## config.mk

```make
export PLATFORM = sky130hd
export DESIGN_NAME = hf1_seg_scan
export DESIGN_NICKNAME = d
export VERILOG_FILES = /design/src/rtl/hf1_pkg.sv /design/src/rtl/hf1_seg_dec.sv /design/src/rtl/hf1_seg_scan.sv
export SDC_FILE = /design/constraint.sdc
export NUM_CORES = 1
export LEC_CHECK = 0
export ABC_CLOCK_PERIOD_IN_PS = 3400
export CORE_UTILIZATION = 35
export CTS_CLUSTER_DIAMETER = 200
export DETAILED_ROUTE_END_ITERATION = 6
export HOLD_SLACK_MARGIN = 0.08
export PLACE_DENSITY = 0.6
export SYNTH_ARGS = -nofsm -noshare
export SYNTH_HDL_FRONTEND = slang
export SYNTH_SLANG_ARGS = --single-unit
```

## constraint.sdc

```tcl
create_clock -name clk -period 3.4 [get_ports clk]
set_clock_uncertainty 0.1 [all_clocks]
set_input_delay 0.34 -clock clk [delete_from_list [all_inputs] [get_ports clk]]
set_output_delay 0.34 -clock clk [all_outputs]
set_load 0.1 [all_outputs]
```

## src/rtl/hf1_pkg.sv

```systemverilog
// Shared types and constants for the HF1 seven-segment scanner.
// Segment codes are active-low {dp,g,f,e,d,c,b,a}; dp is kept off everywhere.
package hf1_pkg;

  localparam logic [7:0] SEG_0     = 8'hC0;
  localparam logic [7:0] SEG_1     = 8'hF9;
  localparam logic [7:0] SEG_2     = 8'hA4;
  localparam logic [7:0] SEG_3     = 8'hB0;
  localparam logic [7:0] SEG_4     = 8'h99;
  localparam logic [7:0] SEG_5     = 8'h92;
  localparam logic [7:0] SEG_6     = 8'h82;
  localparam logic [7:0] SEG_7     = 8'hF8;
  localparam logic [7:0] SEG_E     = 8'h86;
  localparam logic [7:0] SEG_BLANK = 8'hFF;

  // Digit index: which of the four digits is currently driven.
  typedef enum logic [1:0] {
    DIG_STD  = 2'd0,
    DIG_MAN  = 2'd1,
    DIG_IND  = 2'd2,
    DIG_STAT = 2'd3
  } dig_idx_t;

  // Active-low anode patterns, one low bit per digit.
  localparam logic [3:0] AN_STD  = 4'b1110;
  localparam logic [3:0] AN_MAN  = 4'b1101;
  localparam logic [3:0] AN_IND  = 4'b1011;
  localparam logic [3:0] AN_STAT = 4'b0111;

  // Frame snapshot of the three implementation outputs.
  typedef struct packed {
    logic [2:0] std_v;
    logic [2:0] man_v;
    logic [2:0] ind_v;
  } snap_t;

  function automatic logic [3:0] an_pattern(input dig_idx_t idx);
    case (idx)
      DIG_STD:  an_pattern = AN_STD;
      DIG_MAN:  an_pattern = AN_MAN;
      DIG_IND:  an_pattern = AN_IND;
      default:  an_pattern = AN_STAT;
    endcase
  endfunction

  function automatic dig_idx_t dig_next(input dig_idx_t idx);
    case (idx)
      DIG_STD:  dig_next = DIG_MAN;
      DIG_MAN:  dig_next = DIG_IND;
      DIG_IND:  dig_next = DIG_STAT;
      default:  dig_next = DIG_STD;
    endcase
  endfunction

endpackage

```

## src/rtl/hf1_seg_dec.sv

```systemverilog
// 3-bit value to active-low seven-segment code (dp off). Purely combinational.
module hf1_seg_dec
  import hf1_pkg::*;
(
  input  logic [2:0] i_val,
  output logic [7:0] o_seg
);

  // Value lookup
  always_comb begin
    o_seg = SEG_BLANK;
    case (i_val)
      3'd0: o_seg = SEG_0;
      3'd1: o_seg = SEG_1;
      3'd2: o_seg = SEG_2;
      3'd3: o_seg = SEG_3;
      3'd4: o_seg = SEG_4;
      3'd5: o_seg = SEG_5;
      3'd6: o_seg = SEG_6;
      3'd7: o_seg = SEG_7;
      default: o_seg = SEG_BLANK;
    endcase
  end

endmodule

```

## src/rtl/hf1_seg_scan.sv

```systemverilog
// Four-digit multiplexed display of the three HF1 implementation outputs
// plus a status digit. Inputs are snapshotted once per frame.
// Optional consistency checker: define HF1_SEG_SCAN_CHECK_EN.
module hf1_seg_scan
  import hf1_pkg::*;
#(
  parameter int unsigned SCAN_DIV = 4
) (
  input  logic       clk,
  input  logic       rst,
  input  logic [2:0] std_out,
  input  logic [2:0] man_out,
  input  logic [2:0] ind_out,
  output logic [3:0] an,
  output logic [7:0] seg,
  output logic       err
);

  localparam logic [15:0] PRE_MAX = 16'(SCAN_DIV - 1);

  logic [15:0] r_pre;
  dig_idx_t    r_idx;
  dig_idx_t    w_idx_nxt;
  snap_t       r_snap;
  snap_t       w_snap_nxt;
  logic        w_tick;
  logic        w_frame;
  logic [2:0]  w_val_nxt;
  logic [7:0]  w_dec_seg;
  logic [7:0]  w_seg_nxt;
  logic [3:0]  w_an_nxt;
  logic [3:0]  r_an;
  logic [7:0]  r_seg;

  assign w_tick  = (r_pre == PRE_MAX);
  assign w_frame = w_tick && (r_idx == DIG_STAT);

  // Prescaler: counts one digit dwell, wraps after the tick clock
  always_ff @(posedge clk or negedge rst) begin
    if (!rst)        r_pre <= '0;
    else if (w_tick) r_pre <= '0;
    else             r_pre <= r_pre + 16'd1;
  end

  // State register: digit index, frame snapshot and registered display outputs
  always_ff @(posedge clk or negedge rst) begin
    if (!rst) begin
      r_idx  <= DIG_STD;
      r_snap <= '0;
      r_an   <= AN_STD;
      r_seg  <= SEG_0;
    end else if (w_tick) begin
      r_idx  <= w_idx_nxt;
      r_snap <= w_snap_nxt;
      r_an   <= w_an_nxt;
      r_seg  <= w_seg_nxt;
    end
  end

  // Next-state: index advance
  always_comb begin
    w_idx_nxt = dig_next(r_idx);
  end

  // The display is computed from the snapshot as it will be after this edge,
  // so the frame-start digit already shows the freshly captured value.
  always_comb begin
    w_snap_nxt = r_snap;
    if (w_frame) begin
      w_snap_nxt.std_v = std_out;
      w_snap_nxt.man_v = man_out;
      w_snap_nxt.ind_v = ind_out;
    end
  end

  `ifdef HF1_SEG_SCAN_CHECK_EN
  logic w_mis;
  logic r_err;

  assign w_mis = (w_snap_nxt.std_v != w_snap_nxt.man_v) ||
                 (w_snap_nxt.man_v != w_snap_nxt.ind_v);

  // Sticky mismatch flag, sampled at each frame start
  always_ff @(posedge clk or negedge rst) begin
    if (!rst)         r_err <= 1'b0;
    else if (w_frame) r_err <= r_err | w_mis;
  end

  assign err = r_err;
  `else
  assign err = 1'b0;
  `endif

  // Output decode: next-digit value mux feeding the single decoder
  always_comb begin
    w_an_nxt  = an_pattern(w_idx_nxt);
    w_val_nxt = '0;
    case (w_idx_nxt)
      DIG_STD: w_val_nxt = w_snap_nxt.std_v;
      DIG_MAN: w_val_nxt = w_snap_nxt.man_v;
      DIG_IND: w_val_nxt = w_snap_nxt.ind_v;
      default: w_val_nxt = '0;
    endcase
    if (w_idx_nxt == DIG_STAT) begin
      `ifdef HF1_SEG_SCAN_CHECK_EN
      w_seg_nxt = w_mis ? SEG_E : SEG_BLANK;
      `else
      w_seg_nxt = SEG_BLANK;
      `endif
    end else begin
      w_seg_nxt = w_dec_seg;
    end
  end

  hf1_seg_dec u_dec (
    .i_val (w_val_nxt),
    .o_seg (w_dec_seg)
  );

  assign an  = r_an;
  assign seg = r_seg;

endmodule
```

==> impl_metrics.env, run 1 <==
export IMPL_dr_total_vias=1328
export IMPL_dp_slack_ns=0.479
export IMPL_worstMarginPinSlew_ns=0.970
export IMPL_grt_max_degree=39
export IMPL_postSynthCellCount=177
export IMPL_synthArstFlopShare=1.00
export IMPL_fill_cells=515
export IMPL_cts_repair_resized=0
export IMPL_drive_above_1_share=0.134
export IMPL_cts_sinks=38
export IMPL_cts_buffers=5
export IMPL_ys_flop_type="dfrtp_1"
export IMPL_arrival_ns=3.08
export IMPL_grt_pass1_vias=1327
export IMPL_antenna_found_initial=0
export IMPL_max_freq_ghz=0.339
export IMPL_rsz0062_at_grt="no"
export IMPL_clock_latency_ns=0.30
export IMPL_clkTransAtPathRegs_ns=0.08
export IMPL_dr_max_layer_used="met4"
export IMPL_postRouteAntennaNets=0
export IMPL_die_h_um=77.1
export IMPL_wl_met3_um=144
export IMPL_end_kind="flip-flop"
export IMPL_cts_root_buf="clkbuf_8"
export IMPL_chipWidth_um=77.1
export IMPL_cts_tree="built"
export IMPL_post_cts_buffers=0
export IMPL_final_cells=271
export IMPL_overflow=0
export IMPL_min_period_ns=2.95
export IMPL_finalSetupViolCount=0
export IMPL_firstDrtPassIters=4
export IMPL_start_util=0.375
export IMPL_dieArea_um2=5950
export IMPL_layout_area_overhead_vs_synth_pct=18.4
export IMPL_synth_enable_flop_cells=0
export IMPL_power_density_nw_per_um2=393
export IMPL_core_area_um2=5270
export IMPL_grt_usage=0.138
export IMPL_post_route_util=0.443
export IMPL_clockBufferDepth=2
export IMPL_synth_top_area_frac=0.431
export IMPL_reg2reg_depth=10
export IMPL_critical_path_n_buffers_inverters=1
export IMPL_synth_cell_types=35
export IMPL_globalplace_congestion=0.775
export IMPL_drt_iter0_drc=41
export IMPL_final_max_slew_viol_count=0
export IMPL_worstHoldPathCells=2
export IMPL_io_buffers=21
export IMPL_yosys_top_cells_area="dfrtp_1, ha_1, dfstp_2"
export IMPL_finalWirelength_um=3540
export IMPL_fin_crit_sh=0.868
export IMPL_antenna_cells=0
export IMPL_met1Wirelength_um=1760
export IMPL_cts_max_level=2
export IMPL_worstPathCellList="ha_1 -> nor4b_2 -> and4_1 -> buf_4 -> mux2i_1 -> nor2_1 -> nor2_1 -> ha_1 -> or3_1 -> a21oi_1"
export IMPL_synth_top_cell_by_area="dfrtp_1"
export IMPL_cp_max_fo=12
export IMPL_syn_nets=201
export IMPL_outcome="completed"
export IMPL_ios=24
export IMPL_path_class="flip-flop to flip-flop"
export IMPL_design_area_um2=2340
export IMPL_peakVddDrop_mv=0.202
export IMPL_hold_end="an[2]$_DFFE_PN1N_"
export IMPL_reg2reg_slack_ns=0.45
export IMPL_cpLargestDelayFamily="simple AND/OR/NAND/NOR gates"
export IMPL_r2r_end="seg[1]$_DFFE_PN0N_"
export IMPL_dp_cells=262
export IMPL_fin_ws_ns=0.448
export IMPL_rr_startpoint="r_pre[0]$_DFF_PN0_"
export IMPL_ys_seq_area_frac=0.484
export IMPL_required_ns=3.53
export IMPL_worstSetupStartpointType="flip-flop"
export IMPL_cap_violations=0
export IMPL_via_per_inst=4.90
export IMPL_wire_per_inst_um=13.1
export IMPL_hold_class="flip-flop to flip-flop"
export IMPL_hold_viol_final=0
export IMPL_ys_ff_latch=38
export IMPL_synth_warnings=0
export IMPL_dr_wl_met2_um=1570
export IMPL_syn_area_per_cell_um2=11.2
export IMPL_nNetsFinal=224
export IMPL_mostFrequentLayoutCells="dfrtp_1, clkdlybuf4s50_1, nor2_1"
export IMPL_slowest_stage="dfrtp_1"
export IMPL_syn_area_um2=1970
export IMPL_p_leak_nw=1.02
export IMPL_cpPeakStageDelay_ns=0.41
export IMPL_postPlaceCellArea_um2=2230
export IMPL_grt_pass1_wl_um=6270
export IMPL_final_common_cell="dfrtp_1"
export IMPL_drc_errors=0
export IMPL_tns_ns=0
export IMPL_fp_row_count=26
export IMPL_worstHoldStart="an[2]$_DFFE_PN1N_"
export IMPL_slew_limit_headroom=0.351
export IMPL_dpl_hpwl_um=2470
-- power breakdown --
group / total [mW] / internal [mW] / switching (mW)
Combinational: 0.118 / 0.0354 / 0.0828
Sequential: 0.470 / 0.464 / 0.00580
Clock: 0.331 / 0.163 / 0.168
-- routing by layer --
layer / track usage / vias up
li1: - / 658
met1: 0.182 / 643
met2: 0.203 / 21
met3: 0.0500 / 6
met4: 0.0566 / 0
met5: 0 / -
-- timing repair --
action | in CTS | in global routing
setup endpoints to repair | 0 | 0
hold buffers | 1 | 0
endpoints found under the hold margin | 21 | 0
-- state kept, by name, indices dropped and copies added (netlist names) --
signal and count:
r_idx 2, an 4, r_pre 16, seg 7, r_snap 9
-- layout make-up --
| class | instances | area [um2] | area share |
|---|---|---|---|
| clock buffers | 6 | 82.6 | 0.0353 |
| clock inverters | 2 | 12.5 | 0.00535 |
| flip-flops and latches | 38 | 956 | 0.409 |
| well taps | 70 | 87.6 | 0.0375 |
| repair buffers | 23 | 223 | 0.0953 |
| multi-input cells | 127 | 957 | 0.410 |
| inverters | 5 | 18.8 | 0.00803 |
-- through the flow --
stage          hold slack [ns]  power, mW
2_1_floorplan          -0.0556      0.559
3_3_place_gp             0.374      0.597
3_5_place_dp             0.374      0.597
4_1_cts                  0.385      0.932
5_1_grt                  0.422      0.957
6_report                 0.380      0.919
-- worst max path at each step --
stage | slack, ns | to | cells after the start | from
after floorplan | 0.56 | seg[3]$_DFFE_PN0N_ | 12 | r_pre[0]$_DFF_PN0_
final | 0.45 | seg[1]$_DFFE_PN0N_ | 10 | r_pre[0]$_DFF_PN0_
after global placement | 0.61 | seg[1]$_DFFE_PN0N_ | 10 | r_pre[0]$_DFF_PN0_
after detailed placement | 0.48 | seg[1]$_DFFE_PN0N_ | 10 | r_pre[0]$_DFF_PN0_
after global routing | 0.23 | seg[1]$_DFFE_PN0N_ | 10 | r_pre[0]$_DFF_PN0_
after CTS | 0.46 | seg[1]$_DFFE_PN0N_ | 10 | r_pre[0]$_DFF_PN0_
-- cells by family (layout without fill, tap and decap cells) --
kind of cell | after synthesis | after routing | share of synthesized area
and+or+nand+nor | 59 | 59 | 0.173
DFF | 38 | 38 | 0.484
AOI/OAI and AO/OA | 24 | 24 | 0.0798
muxes | 15 | 15 | 0.0837
xor gates and xnor gates | 14 | 14 | 0.0621
adders and majority gates | 13 | 13 | 0.0824
buffers and inverters | 12 | 36 | 0.0310
other | 2 | 2 | 0.00380
-- synthesized netlist by cell type (3+ instances only) --
cell,count
and3_1,5
inv_1,5
nor2_1,16
o21ai_0,5
or3_1,3
mux2_2,8
mux2i_1,6
o21ai_1,3
nand2_1,14
dfstp_2,4
a22oi_1,6
dfrtp_1,34
or3b_1,3
nand3_1,7
clkbuf_1,3
a31oi_1,5
ha_1,13
xnor2_1,12
-- tightest hold or removal path: stages (launching register included) --
cell     delay, ns
dfstp_2       0.37
nand2_1       0.04
o21ai_0       0.06
Note: power is estimated with default switching activity, not from simulation.
==> run 2, diff against run 1 <==
--- a/config.mk
+++ b/config.mk
@@ -9,6 +9,7 @@
 export CORE_UTILIZATION = 35
 export CTS_CLUSTER_DIAMETER = 200
 export DETAILED_ROUTE_END_ITERATION = 6
+export GPL_TIMING_DRIVEN = 0
 export HOLD_SLACK_MARGIN = 0.08
 export PLACE_DENSITY = 0.6
 export SYNTH_ARGS = -nofsm -noshare
==> impl_metrics.env, run 2 (same netlist as run 1, synthesis figures left out) <==
export IMPL_postRouteAntennaNets=0
export IMPL_antenna_found_initial=0
export IMPL_mostFrequentLayoutCells="dfrtp_1, clkdlybuf4s50_1, nor2_1"
export IMPL_p_leak_nw=1.03
export IMPL_max_freq_ghz=0.330
export IMPL_worstPathCellList="ha_2 -> nor4b_2 -> and4_1 -> buf_6 -> mux2i_2 -> nor2_1 -> nor2_1 -> inv_1 -> ha_1 -> or3b_1 -> a31oi_1"
export IMPL_via_per_inst=4.87
export IMPL_dr_total_vias=1339
export IMPL_antenna_cells=0
export IMPL_cap_violations=0
export IMPL_largest_register_ffs=16
export IMPL_cpLargestDelayFamily="simple AND/OR/NAND/NOR gates"
export IMPL_cpPeakStageDelay_ns=0.44
export IMPL_die_h_um=77.1
export IMPL_firstDrtPassIters=6
export IMPL_cts_buffers=5
export IMPL_globalplace_congestion=0.749
export IMPL_reg2reg_depth=11
export IMPL_core_area_um2=5270
export IMPL_slowest_stage="dfrtp_1"
export IMPL_ios=24
export IMPL_overflow=0
export IMPL_finalSetupViolCount=0
export IMPL_met1Wirelength_um=1740
export IMPL_grt_pass1_wl_um=6270
export IMPL_cts_max_level=2
export IMPL_worstMarginPinSlew_ns=0.969
export IMPL_rr_startpoint="r_pre[0]$_DFF_PN0_"
export IMPL_fill_cells=518
export IMPL_top_register="r_pre"
export IMPL_end_kind="flip-flop"
export IMPL_hold_class="input pin to asynchronous set/reset pin"
export IMPL_cp_common_cell="nor2_1"
export IMPL_reg2reg_slack_ns=0.37
export IMPL_io_buffers=21
export IMPL_drc_errors=0
export IMPL_hold_viol_final=0
export IMPL_cts_sinks=38
export IMPL_path_class="flip-flop to flip-flop"
export IMPL_grt_pass1_vias=1309
export IMPL_grt_usage=0.134
export IMPL_final_common_cell="dfrtp_1"
export IMPL_dieArea_um2=5950
export IMPL_dp_slack_ns=0.105
export IMPL_drt_iter0_drc=99
export IMPL_dr_wl_met2_um=1670
export IMPL_fp_row_count=26
export IMPL_fin_ws_ns=0.374
export IMPL_grt_max_degree=39
export IMPL_chipWidth_um=77.1
export IMPL_clockBufferDepth=2
export IMPL_wl_met3_um=123
export IMPL_cts_tree="built"
export IMPL_start_util=0.375
export IMPL_wire_per_inst_um=13.0
export IMPL_cp_max_fo=14
export IMPL_finalWirelength_um=3560
export IMPL_rsz0062_at_grt="no"
export IMPL_clkTransAtPathRegs_ns=0.07
export IMPL_r2r_end="seg[3]$_DFFE_PN0N_"
export IMPL_layout_area_overhead_vs_synth_pct=19.5
export IMPL_power_density_nw_per_um2=385
export IMPL_peakVddDrop_mv=0.229
export IMPL_slew_limit_headroom=0.352
export IMPL_clock_latency_ns=0.29
export IMPL_dpl_hpwl_um=2540
export IMPL_arrival_ns=3.14
export IMPL_required_ns=3.51
export IMPL_min_period_ns=3.03
export IMPL_dr_max_layer_used="met4"
export IMPL_final_max_slew_viol_count=0
export IMPL_nNetsFinal=228
export IMPL_fin_crit_sh=0.890
export IMPL_outcome="completed"
export IMPL_critical_path_n_buffers_inverters=2
export IMPL_worstSetupStartpointType="flip-flop"
export IMPL_cts_root_buf="clkbuf_8"
export IMPL_tns_ns=0
export IMPL_drive_above_1_share=0.141
## run 2: power breakdown
group	internal (mW)	switching, mW
sequential	0.464	0.00583
clock	0.165	0.153
combinational	0.0365	0.0828
total	0.666	0.242
## run 2: stage by stage
step,hold WS (ns),std cells,total power [mW],cell area [um2],util
after CTS,0.0900,276,0.921,2360,0.447
after floorplan,-0.0556,177,0.559,1970,-
final,0.0564,275,0.908,2360,0.448
after detailed placement,0.375,268,0.598,2270,0.430
after global routing,0.141,275,0.947,2360,0.448
after global placement,0.374,268,0.599,2270,0.431
## run 2: area by class of cell
cell class	instances	area, um2	area share
inverters	5	18.8	0.00796
flip-flops and latches	38	956	0.405
repair buffers	21	205	0.0870
well taps	70	87.6	0.0371
multi-input cells	127	963	0.408
clock buffers	8	90.1	0.0382
plain buffers	6	37.5	0.0159
## run 2: how the worst max path moves through the flow
stage / slack (ns) / from / end / cells past startpoint
3_3_place_gp: 0.16 / r_pre[0]$_DFF_PN0_ / seg[3]$_DFFE_PN0N_ / 12
6_report: 0.37 / r_pre[0]$_DFF_PN0_ / seg[3]$_DFFE_PN0N_ / 11
3_5_place_dp: 0.10 / r_pre[0]$_DFF_PN0_ / seg[3]$_DFFE_PN0N_ / 12
4_1_cts: 0.07 / r_pre[0]$_DFF_PN0_ / seg[3]$_DFFE_PN0N_ / 12
2_1_floorplan: 0.56 / r_pre[0]$_DFF_PN0_ / seg[3]$_DFFE_PN0N_ / 12
5_1_grt: 0.11 / r_pre[0]$_DFF_PN0_ / seg[3]$_DFFE_PN0N_ / 11
## run 2: layer usage
| layer | track usage | up-vias |
|---|---|---|
| met5 | 0 | - |
| met1 | 0.183 | 645 |
| li1 | - | 666 |
| met4 | 0.0509 | 0 |
| met3 | 0.0286 | 4 |
| met2 | 0.207 | 24 |
## run 2: what timing repair did
action                                  CTS  global route
gates resized for setup                   0             2
hold buffers                              0             0
setup buffers                             0             0
endpoints found under the setup margin    0             3
